**src/rtl/peripheral_spi_master_ms.sv**
```systemverilog
// peripheral_spi_master_ms: SPI master on the j1 I/O bus (cs/addr/rd/wr).
// Configurable word width, all four SPI modes, fixed SCK divider, NUM_SS
// active-low selects, TX FIFO with optional SS-hold bursts and overrun flag.
// Optional feature macro: SPI_MS_IRQ_EN adds the irq output and ctrl[9] irq_en.
module peripheral_spi_master_ms #(
  parameter int DATA_W    = 8,
  parameter int NUM_SS    = 4,
  parameter int CLK_DIV   = 4,
  parameter int TXF_DEPTH = 4
) (
  input  logic              clk,
  input  logic              rst,
  input  logic [15:0]       d_in,
  input  logic              cs,
  input  logic [3:0]        addr,
  input  logic              rd,
  input  logic              wr,
  output logic [15:0]       d_out,
  input  logic              miso,
  output logic              mosi,
  output logic              sck,
  output logic [NUM_SS-1:0] ss
`ifdef SPI_MS_IRQ_EN
  ,
  output logic              irq
`endif
);

  localparam int PW = (TXF_DEPTH > 1) ? $clog2(TXF_DEPTH) : 1;
  localparam int LW = PW + 1;
  localparam int CW = (CLK_DIV > 1) ? $clog2(CLK_DIV) : 1;
  localparam int HW = $clog2(2 * DATA_W);

`ifdef SPI_MS_IRQ_EN
  localparam logic [15:0] CTRL_MASK = 16'h03F3;
`else
  localparam logic [15:0] CTRL_MASK = 16'h01F3;
`endif

  typedef enum logic [1:0] {S_IDLE, S_SETUP, S_XFER, S_HOLD} state_t;

  // Active-low select for the chosen index; out-of-range index selects nobody.
  function automatic logic [NUM_SS-1:0] ss_decode(input logic [3:0] idx);
    logic [NUM_SS-1:0] r;
    r = '1;
    for (int i = 0; i < NUM_SS; i++) begin
      if (int'(idx) == i) r[i] = 1'b0;
    end
    return r;
  endfunction

  state_t              state_q, state_d;
  logic [CW-1:0]       cnt_q, cnt_d;
  logic [HW-1:0]       half_q, half_d;
  logic                sck_q, sck_d;
  logic                mosi_q, mosi_d;
  logic [NUM_SS-1:0]   ss_q, ss_d;
  logic [DATA_W-1:0]   tx_sr_q, tx_sr_d;
  logic [DATA_W-1:0]   rx_sr_q, rx_sr_d;
  logic [DATA_W-1:0]   rx_data_q, rx_data_d;
  logic                avail_q, avail_d;
  logic                ovr_q, ovr_d;
  logic [15:0]         ctrl_q, ctrl_d;
  logic [15:0]         d_out_q, d_out_d;
  logic [LW-1:0]       wr_ptr_q, wr_ptr_d;
  logic [LW-1:0]       rd_ptr_q, rd_ptr_d;
  logic [DATA_W-1:0]   fifo_mem [TXF_DEPTH];

  logic                pop, done;
  logic                push_req, push_ok, drop;
  logic                ctrl_wr, rd_rx, rd_st;
  logic [LW-1:0]       level;
  logic                fifo_empty, fifo_full, busy;
  logic [DATA_W-1:0]   fifo_head;
  logic                cnt_last, half_last;
  logic [15:0]         status;

  assign level      = wr_ptr_q - rd_ptr_q;
  assign fifo_empty = (level == '0);
  assign fifo_full  = (level == LW'(TXF_DEPTH));
  assign fifo_head  = fifo_mem[rd_ptr_q[PW-1:0]];
  assign busy       = (state_q != S_IDLE);
  assign cnt_last   = (cnt_q == CW'(CLK_DIV - 1));
  assign half_last  = (half_q == HW'(2 * DATA_W - 1));

  assign push_req = cs & wr & (addr == 4'h0);
  // A pop in the same cycle frees a slot, so a push on a full FIFO still lands.
  assign push_ok  = push_req & (~fifo_full | pop);
  assign drop     = push_req & ~push_ok;
  assign ctrl_wr  = cs & wr & (addr == 4'h2) & ~busy;
  assign rd_rx    = cs & rd & (addr == 4'h4);
  assign rd_st    = cs & rd & (addr == 4'h6);

  assign d_out = d_out_q;
  assign mosi  = mosi_q;
  assign sck   = sck_q;
  assign ss    = ss_q;

  // Control register and bus-side flags; completion beats a same-cycle clear.
  always_comb begin
    ctrl_d    = ctrl_wr ? (d_in & CTRL_MASK) : ctrl_q;
    wr_ptr_d  = wr_ptr_q + LW'(push_ok);
    rd_ptr_d  = rd_ptr_q + LW'(pop);
    rx_data_d = rx_data_q;
    avail_d   = avail_q;
    ovr_d     = ovr_q;
    if (rd_rx) avail_d = 1'b0;
    if (rd_st) ovr_d = 1'b0;
    if (drop)  ovr_d = 1'b1;
    if (done) begin
      rx_data_d = rx_sr_q;
      avail_d   = 1'b1;
      if (avail_q && !rd_rx) ovr_d = 1'b1;
    end
  end

  // Read mux; tx_level keeps its low four bits (tx_full covers a full 16-deep FIFO).
  always_comb begin
    status      = '0;
    status[0]   = busy;
    status[1]   = avail_q;
    status[2]   = fifo_full;
    status[3]   = fifo_empty;
    status[4]   = ovr_q;
    status[11:8] = 4'(level);
    d_out_d = '0;
    if (cs && rd) begin
      case (addr)
        4'h4:    d_out_d = 16'(rx_data_q);
        4'h6:    d_out_d = status;
        4'h8:    d_out_d = ctrl_q;
        default: d_out_d = '0;
      endcase
    end
  end

  // Transfer sequencer: SETUP, 2*DATA_W half-periods of XFER, HOLD, then burst or idle.
  always_comb begin
    state_d = state_q;
    cnt_d   = cnt_q;
    half_d  = half_q;
    sck_d   = sck_q;
    mosi_d  = mosi_q;
    ss_d    = ss_q;
    tx_sr_d = tx_sr_q;
    rx_sr_d = rx_sr_q;
    pop     = 1'b0;
    done    = 1'b0;
    case (state_q)
      S_IDLE: begin
        // Idle uses the incoming ctrl value so a CPOL write shows on sck at once.
        sck_d = ctrl_d[1];
        ss_d  = '1;
        if (!fifo_empty) begin
          pop     = 1'b1;
          state_d = S_SETUP;
          cnt_d   = '0;
          ss_d    = ss_decode(ctrl_d[7:4]);
          tx_sr_d = fifo_head;
          if (!ctrl_d[0]) mosi_d = fifo_head[DATA_W-1];
        end
      end
      S_SETUP: begin
        sck_d = ctrl_q[1];
        if (cnt_last) begin
          cnt_d   = '0;
          half_d  = '0;
          state_d = S_XFER;
        end else begin
          cnt_d = cnt_q + CW'(1);
        end
      end
      S_XFER: begin
        if (cnt_last) begin
          cnt_d = '0;
          sck_d = ~sck_q;
          // Even half-periods end on a leading edge, odd ones on a trailing edge.
          if (!half_q[0]) begin
            if (ctrl_q[0]) begin
              mosi_d  = tx_sr_q[DATA_W-1];
              tx_sr_d = tx_sr_q << 1;
            end else begin
              rx_sr_d = (rx_sr_q << 1) | DATA_W'(miso);
            end
          end else begin
            if (ctrl_q[0]) begin
              rx_sr_d = (rx_sr_q << 1) | DATA_W'(miso);
            end else begin
              tx_sr_d = tx_sr_q << 1;
              mosi_d  = tx_sr_d[DATA_W-1];
            end
          end
          if (half_last) begin
            half_d  = '0;
            state_d = S_HOLD;
          end else begin
            half_d = half_q + HW'(1);
          end
        end else begin
          cnt_d = cnt_q + CW'(1);
        end
      end
      S_HOLD: begin
        sck_d = ctrl_q[1];
        if (cnt_last) begin
          cnt_d = '0;
          done  = 1'b1;
          if (!fifo_empty && ctrl_q[8]) begin
            // Burst continuation: the first half-period of XFER is the setup time.
            pop     = 1'b1;
            state_d = S_XFER;
            half_d  = '0;
            tx_sr_d = fifo_head;
            if (!ctrl_q[0]) mosi_d = fifo_head[DATA_W-1];
          end else begin
            state_d = S_IDLE;
            ss_d    = '1;
          end
        end else begin
          cnt_d = cnt_q + CW'(1);
        end
      end
      default: state_d = S_IDLE;
    endcase
  end

  // Control and output registers with synchronous reset.
  always_ff @(posedge clk) begin
    if (rst) begin
      state_q   <= S_IDLE;
      cnt_q     <= '0;
      half_q    <= '0;
      sck_q     <= 1'b0;
      mosi_q    <= 1'b0;
      ss_q      <= '1;
      rx_data_q <= '0;
      avail_q   <= 1'b0;
      ovr_q     <= 1'b0;
      ctrl_q    <= '0;
      d_out_q   <= '0;
      wr_ptr_q  <= '0;
      rd_ptr_q  <= '0;
    end else begin
      state_q   <= state_d;
      cnt_q     <= cnt_d;
      half_q    <= half_d;
      sck_q     <= sck_d;
      mosi_q    <= mosi_d;
      ss_q      <= ss_d;
      rx_data_q <= rx_data_d;
      avail_q   <= avail_d;
      ovr_q     <= ovr_d;
      ctrl_q    <= ctrl_d;
      d_out_q   <= d_out_d;
      wr_ptr_q  <= wr_ptr_d;
      rd_ptr_q  <= rd_ptr_d;
    end
  end

  // Shift registers are pure datapath; each word fully reloads/refills them.
  always_ff @(posedge clk) begin
    tx_sr_q <= tx_sr_d;
    rx_sr_q <= rx_sr_d;
  end

  // TX FIFO storage; pointer reset alone empties it.
  always_ff @(posedge clk) begin
    if (push_ok) fifo_mem[wr_ptr_q[PW-1:0]] <= d_in[DATA_W-1:0];
  end

`ifdef SPI_MS_IRQ_EN
  logic irq_q, irq_d;
  assign irq_d = ctrl_q[9] & (avail_q | ovr_q | (fifo_empty & ~busy));
  assign irq   = irq_q;

  // Registered interrupt request.
  always_ff @(posedge clk) begin
    if (rst) irq_q <= 1'b0;
    else     irq_q <= irq_d;
  end
`endif

endmodule

```
**config.mk**
```make
export PLATFORM = sky130hd
export DESIGN_NAME = peripheral_spi_master_ms
export DESIGN_NICKNAME = d
export VERILOG_FILES = /design/src/rtl/peripheral_spi_master_ms.sv
export SDC_FILE = /design/constraint.sdc
export NUM_CORES = 1
export LEC_CHECK = 0
export CORE_ASPECT_RATIO = 1.5
export CORE_MARGIN = 2
export CORE_UTILIZATION = 30
export DETAILED_ROUTE_END_ITERATION = 10
export PLACE_DENSITY_LB_ADDON = 0.05
export SLEW_MARGIN = 20
export SYNTH_ARGS = -nofsm -noshare
export SYNTH_HDL_FRONTEND = slang
export SYNTH_SLANG_ARGS = --single-unit
```
**constraint.sdc**
```tcl
create_clock -name clk -period 3.3 [get_ports clk]
set_input_delay 0.66 -clock clk [delete_from_list [all_inputs] [get_ports clk]]
set_output_delay 0.66 -clock clk [all_outputs]
set_load 0.03 [all_outputs]
```
==> results.rst <==
.. list-table::
   :header-rows: 1

   * - Metric
     - Value
   * - Number of enable flip-flop cells after synthesis
     - 48
   * - Final count of hold timing violations
     - 0
   * - Slew headroom
     - 53.0%
   * - # H-tree levels
     - 3
   * - Cell at the root of the clock tree
     - sky130_fd_sc_hd__clkbuf_16
   * - Count of standard-cell rows
     - 52
   * - Sequential element share of the synthesized area
     - 58.1%
   * - Minimum setup slack after placement
     - between 0.5 and 0.6 ns
   * - Fill count
     - between 1,000 and 1,500
   * - Antenna violations before repair
     - 0
   * - Top post-synthesis cells by area
     - sky130_fd_sc_hd__edfxtp_1, sky130_fd_sc_hd__dfxtp_1, sky130_fd_sc_hd__nand2_1
   * - Power per unit of standard cell area
     - 668 mW/mm²
   * - Number of nets in the finished design
     - approximately 440
   * - Longest Clk Path Bufs
     - 2
   * - Highest-count cells in the layout ignoring fill and taps
     - sky130_fd_sc_hd__nand2_1, sky130_fd_sc_hd__dfxtp_1, sky130_fd_sc_hd__edfxtp_1
   * - Cell count after synthesis
     - around 350
   * - RSZ-0062 raised after global routing
     - false
   * - Number of maximum-capacitance violations
     - 0
   * - Startpoint of the most critical setup path
     - wr_ptr_q[0]
   * - Setup slack on the worst flop-to-flop path
     - 0.60 ns
   * - Clk Latency, worst-skew pair
     - 0.34 ns
   * - Cells resized by post-CTS repair
     - 0
   * - Die Ht
     - 148 µm
   * - Grt ovf
     - 0
   * - Netlist area before placement
     - 0.00414 mm²
   * - Number of setup buffers added after CTS
     - 0
   * - Post-Layout Cell Count
     - 562
   * - Setup ws final
     - 0.599 ns
   * - Setup violation total in the final timing report
     - 0
   * - Clock sink count
     - 96
   * - Hold/Removal Path Class
     - reg2reg
   * - Distinct cells, synth
     - slightly below 60
   * - Result of the run
     - finished, final reports clean
   * - Detail Route Antenna Nets
     - 0
   * - Setup crit start kind
     - flop
   * - Final-layout setup total negative slack
     - 0 ns
   * - Top Ports
     - 48
   * - Average via count per standard cell
     - between 4 and 5
   * - Worst-margin pin slew
     - about 0.7 ns
   * - Detailed Route Iter0 Violations
     - 87
   * - Source of the worst register-to-register timing path
     - wr_ptr_q[0]
   * - Total of buffers placed on input and output ports
     - 35
   * - Final count of pins violating max slew
     - 0
   * - Worst Clk Skew
     - 0.00814 ns
   * - Cell type with the highest aggregate area in the netlist
     - sky130_fd_sc_hd__edfxtp_1
   * - Share of flip-flops with an asynchronous set or reset after synthesis
     - 0%
   * - Largest net degree at the start of global routing
     - 25
   * - Routed Wire Length
     - 9930 µm
   * - Register bit count reported by yosys
     - 96
   * - Clock tree from TritonCTS
     - built
   * - Endpoint type of the worst setup path
     - flop
   * - Final period utilization
     - 81.9%
   * - Inserted Clock Buffers
     - 9
   * - Critical setup path kind
     - reg2reg
   * - Max Fanout on Critical Path
     - 5
   * - Min cycle time layout
     - 2.70 ns
   * - Synthesized area per cell
     - 11.7 µm²
   * - DP Wirelength
     - 7270 µm
   * - Remaining routing DRC violations
     - 0
   * - Number of cells in the design after placement
     - around 550
   * - Area grow syn2layout
     - 20.1%
   * - Fraction of layout instances using a drive strength above 1
     - around an eighth
   * - Cells on worst reg2reg path
     - 10
   * - Number of warnings reported in the yosys synthesis log
     - 0
   * - Worst IR drop on VDD
     - 0.000300 V
   * - WL/cell
     - between 15 and 20 µm
   * - Static Leak
     - 1.72 nW
   * - Most used flip-flop cell after synthesis
     - sky130_fd_sc_hd__edfxtp_1
   * - Drt pass-1 iters
     - 4
   * - Global-route wire length before repair
     - 15,300 µm
   * - Final hold slack
     - 0.457 ns
   * - Worst setup endpoint
     - wr_ptr_q[1]
   * - Endpoint of the worst-slack reg-to-reg timing path
     - wr_ptr_q[1]
   * - Share of the synthesized area in the top cell type
     - 34.9%
   * - Horizontal extent of the die
     - 99.9 µm
   * - Clk pin slew, worst setup/hold paths
     - 0.07 ns
   * - GRT Resource Usage Total
     - 14.1%
   * - Antenna Cells
     - 0
   * - Leading cell type in the layout, fill and taps excluded
     - sky130_fd_sc_hd__nand2_1
   * - Endpoint arrival time on the critical path
     - slightly below 3 ns
   * - Die outline area
     - 0.0148 mm²
   * - Total power
     - 3.32 mW
   * - Initial Util
     - between 30 and 40%
   * - Hold buffer count at cts
     - 0
   * - Routability cong.
     - 0.748
   * - Required time of the worst setup path
     - 3.53 ns
   * - Vias in the first global route
     - 2,746
   * - Core Box Area
     - 0.0135 mm²
   * - Top achievable clock speed
     - between 300 and 400 MHz
   * - Number of vias in the routed layout
     - between 2,000 and 3,000
-- how the worst min path moves through the flow --
stage	from	endpoint	slack (ns)	cells past startpoint
after floorplan	rx_sr_q[0]	rx_sr_q[1]	0.43	0
after global placement	rx_sr_q[6]	rx_sr_q[7]	0.43	0
after detailed placement	rx_sr_q[6]	rx_sr_q[7]	0.45	0
after CTS	rx_sr_q[6]	rx_sr_q[7]	0.46	0
after global routing	rx_sr_q[3]	rx_sr_q[4]	0.47	0
final	rx_data_q[2]	rx_data_q[2]	0.46	2
-- worst max-delay path, cell delays in order (launching register included) --
cell                       delay (ns)
sky130_fd_sc_hd__dfxtp_1         0.38
sky130_fd_sc_hd__inv_1           0.09
sky130_fd_sc_hd__ha_1            0.19
sky130_fd_sc_hd__inv_1           0.06
sky130_fd_sc_hd__fa_1            0.49
sky130_fd_sc_hd__nor2b_1         0.31
sky130_fd_sc_hd__o211ai_1        0.20
sky130_fd_sc_hd__and2b_1         0.27
sky130_fd_sc_hd__ha_1            0.21
sky130_fd_sc_hd__ha_1            0.26
sky130_fd_sc_hd__nor2b_1         0.13
-- synth_stat cells (3+ instances only) --
cell type	instances
sky130_fd_sc_hd__nand2_1	49
sky130_fd_sc_hd__dfxtp_1	48
sky130_fd_sc_hd__edfxtp_1	48
sky130_fd_sc_hd__nor2_1	35
sky130_fd_sc_hd__a21oi_1	18
sky130_fd_sc_hd__inv_1	14
sky130_fd_sc_hd__ha_1	13
sky130_fd_sc_hd__clkbuf_1	10
sky130_fd_sc_hd__mux2i_1	9
sky130_fd_sc_hd__mux4_2	8
sky130_fd_sc_hd__nor3_1	7
sky130_fd_sc_hd__o21ai_0	7
sky130_fd_sc_hd__and3_1	6
sky130_fd_sc_hd__nor2b_1	6
sky130_fd_sc_hd__and2_1	5
sky130_fd_sc_hd__buf_4	5
sky130_fd_sc_hd__a22oi_1	4
sky130_fd_sc_hd__a31oi_1	4
sky130_fd_sc_hd__buf_2	4
sky130_fd_sc_hd__a21oi_2	3
sky130_fd_sc_hd__a311oi_1	3
-- report_power, final --
group / leakage (nW) / switching, mW / internal (mW)
registers: 0.825 / 0.0552 / 1.39
clock network: 0.135 / 0.431 / 0.556
logic: 0.763 / 0.544 / 0.341
-- cell families (layout without fill, tap and decap cells) --
kind of cell    count (synthesis)  in the layout  share of synthesized area, %
other cells                     1              5                        0.0907
xor+xnor                        4              4                          1.57
flops                          96             96                          58.1
buf+inv                        34             77                          3.84
simple gates                  123            123                          13.9
mux                            19             19                          7.08
fa+ha+maj                      14             14                          4.42
compound gates                 62             62                          11.0
-- metrics by stage --
step	utilization, %	cell area [µm²]
floorplan	-	4150
global placement	34.8	4690
detailed placement	34.8	4690
CTS	36.9	4970
global route	36.9	4970
finish	36.9	4970
-- area by class of cell --
| class | count | area (µm²) | area share [%] |
|---|---|---|---|
| Tap cell | 162 | 203 | 4.08 |
| Clock inverter | 3 | 17.5 | 0.353 |
| Clock buffer | 13 | 262 | 5.27 |
| Multi-Input combinational cell | 227 | 1590 | 32.0 |
| Inverter | 14 | 52.6 | 1.06 |
| Sequential cell | 96 | 2400 | 48.4 |
| Timing Repair Buffer | 47 | 440 | 8.87 |
-- flip-flops by register name (all words and copies together), names as in the netlist --
signal / flops
ctrl_q: 7
wr_ptr_q: 3
rx_sr_q: 8
ovr_q: 1
rd_ptr_q: 3
mosi: 1
avail_q: 1
half_q: 4
ss: 4
tx_sr_q: 8
sck: 1
rx_data_q: 8
cnt_q: 2
d_out: 11
state_q: 2
fifo_mem: 32
-- per-layer routing --
metal | vias up | routed length [µm] | track usage, %
met3 | 10 | 315 | 3.17
met5 | - | 0 | 0
li1 | 1345 | - | -
met4 | 0 | 125 | 4.11
met2 | 47 | 5190 | 25.2
met1 | 1332 | 4300 | 16.7
(Power assumes the default switching activity.)
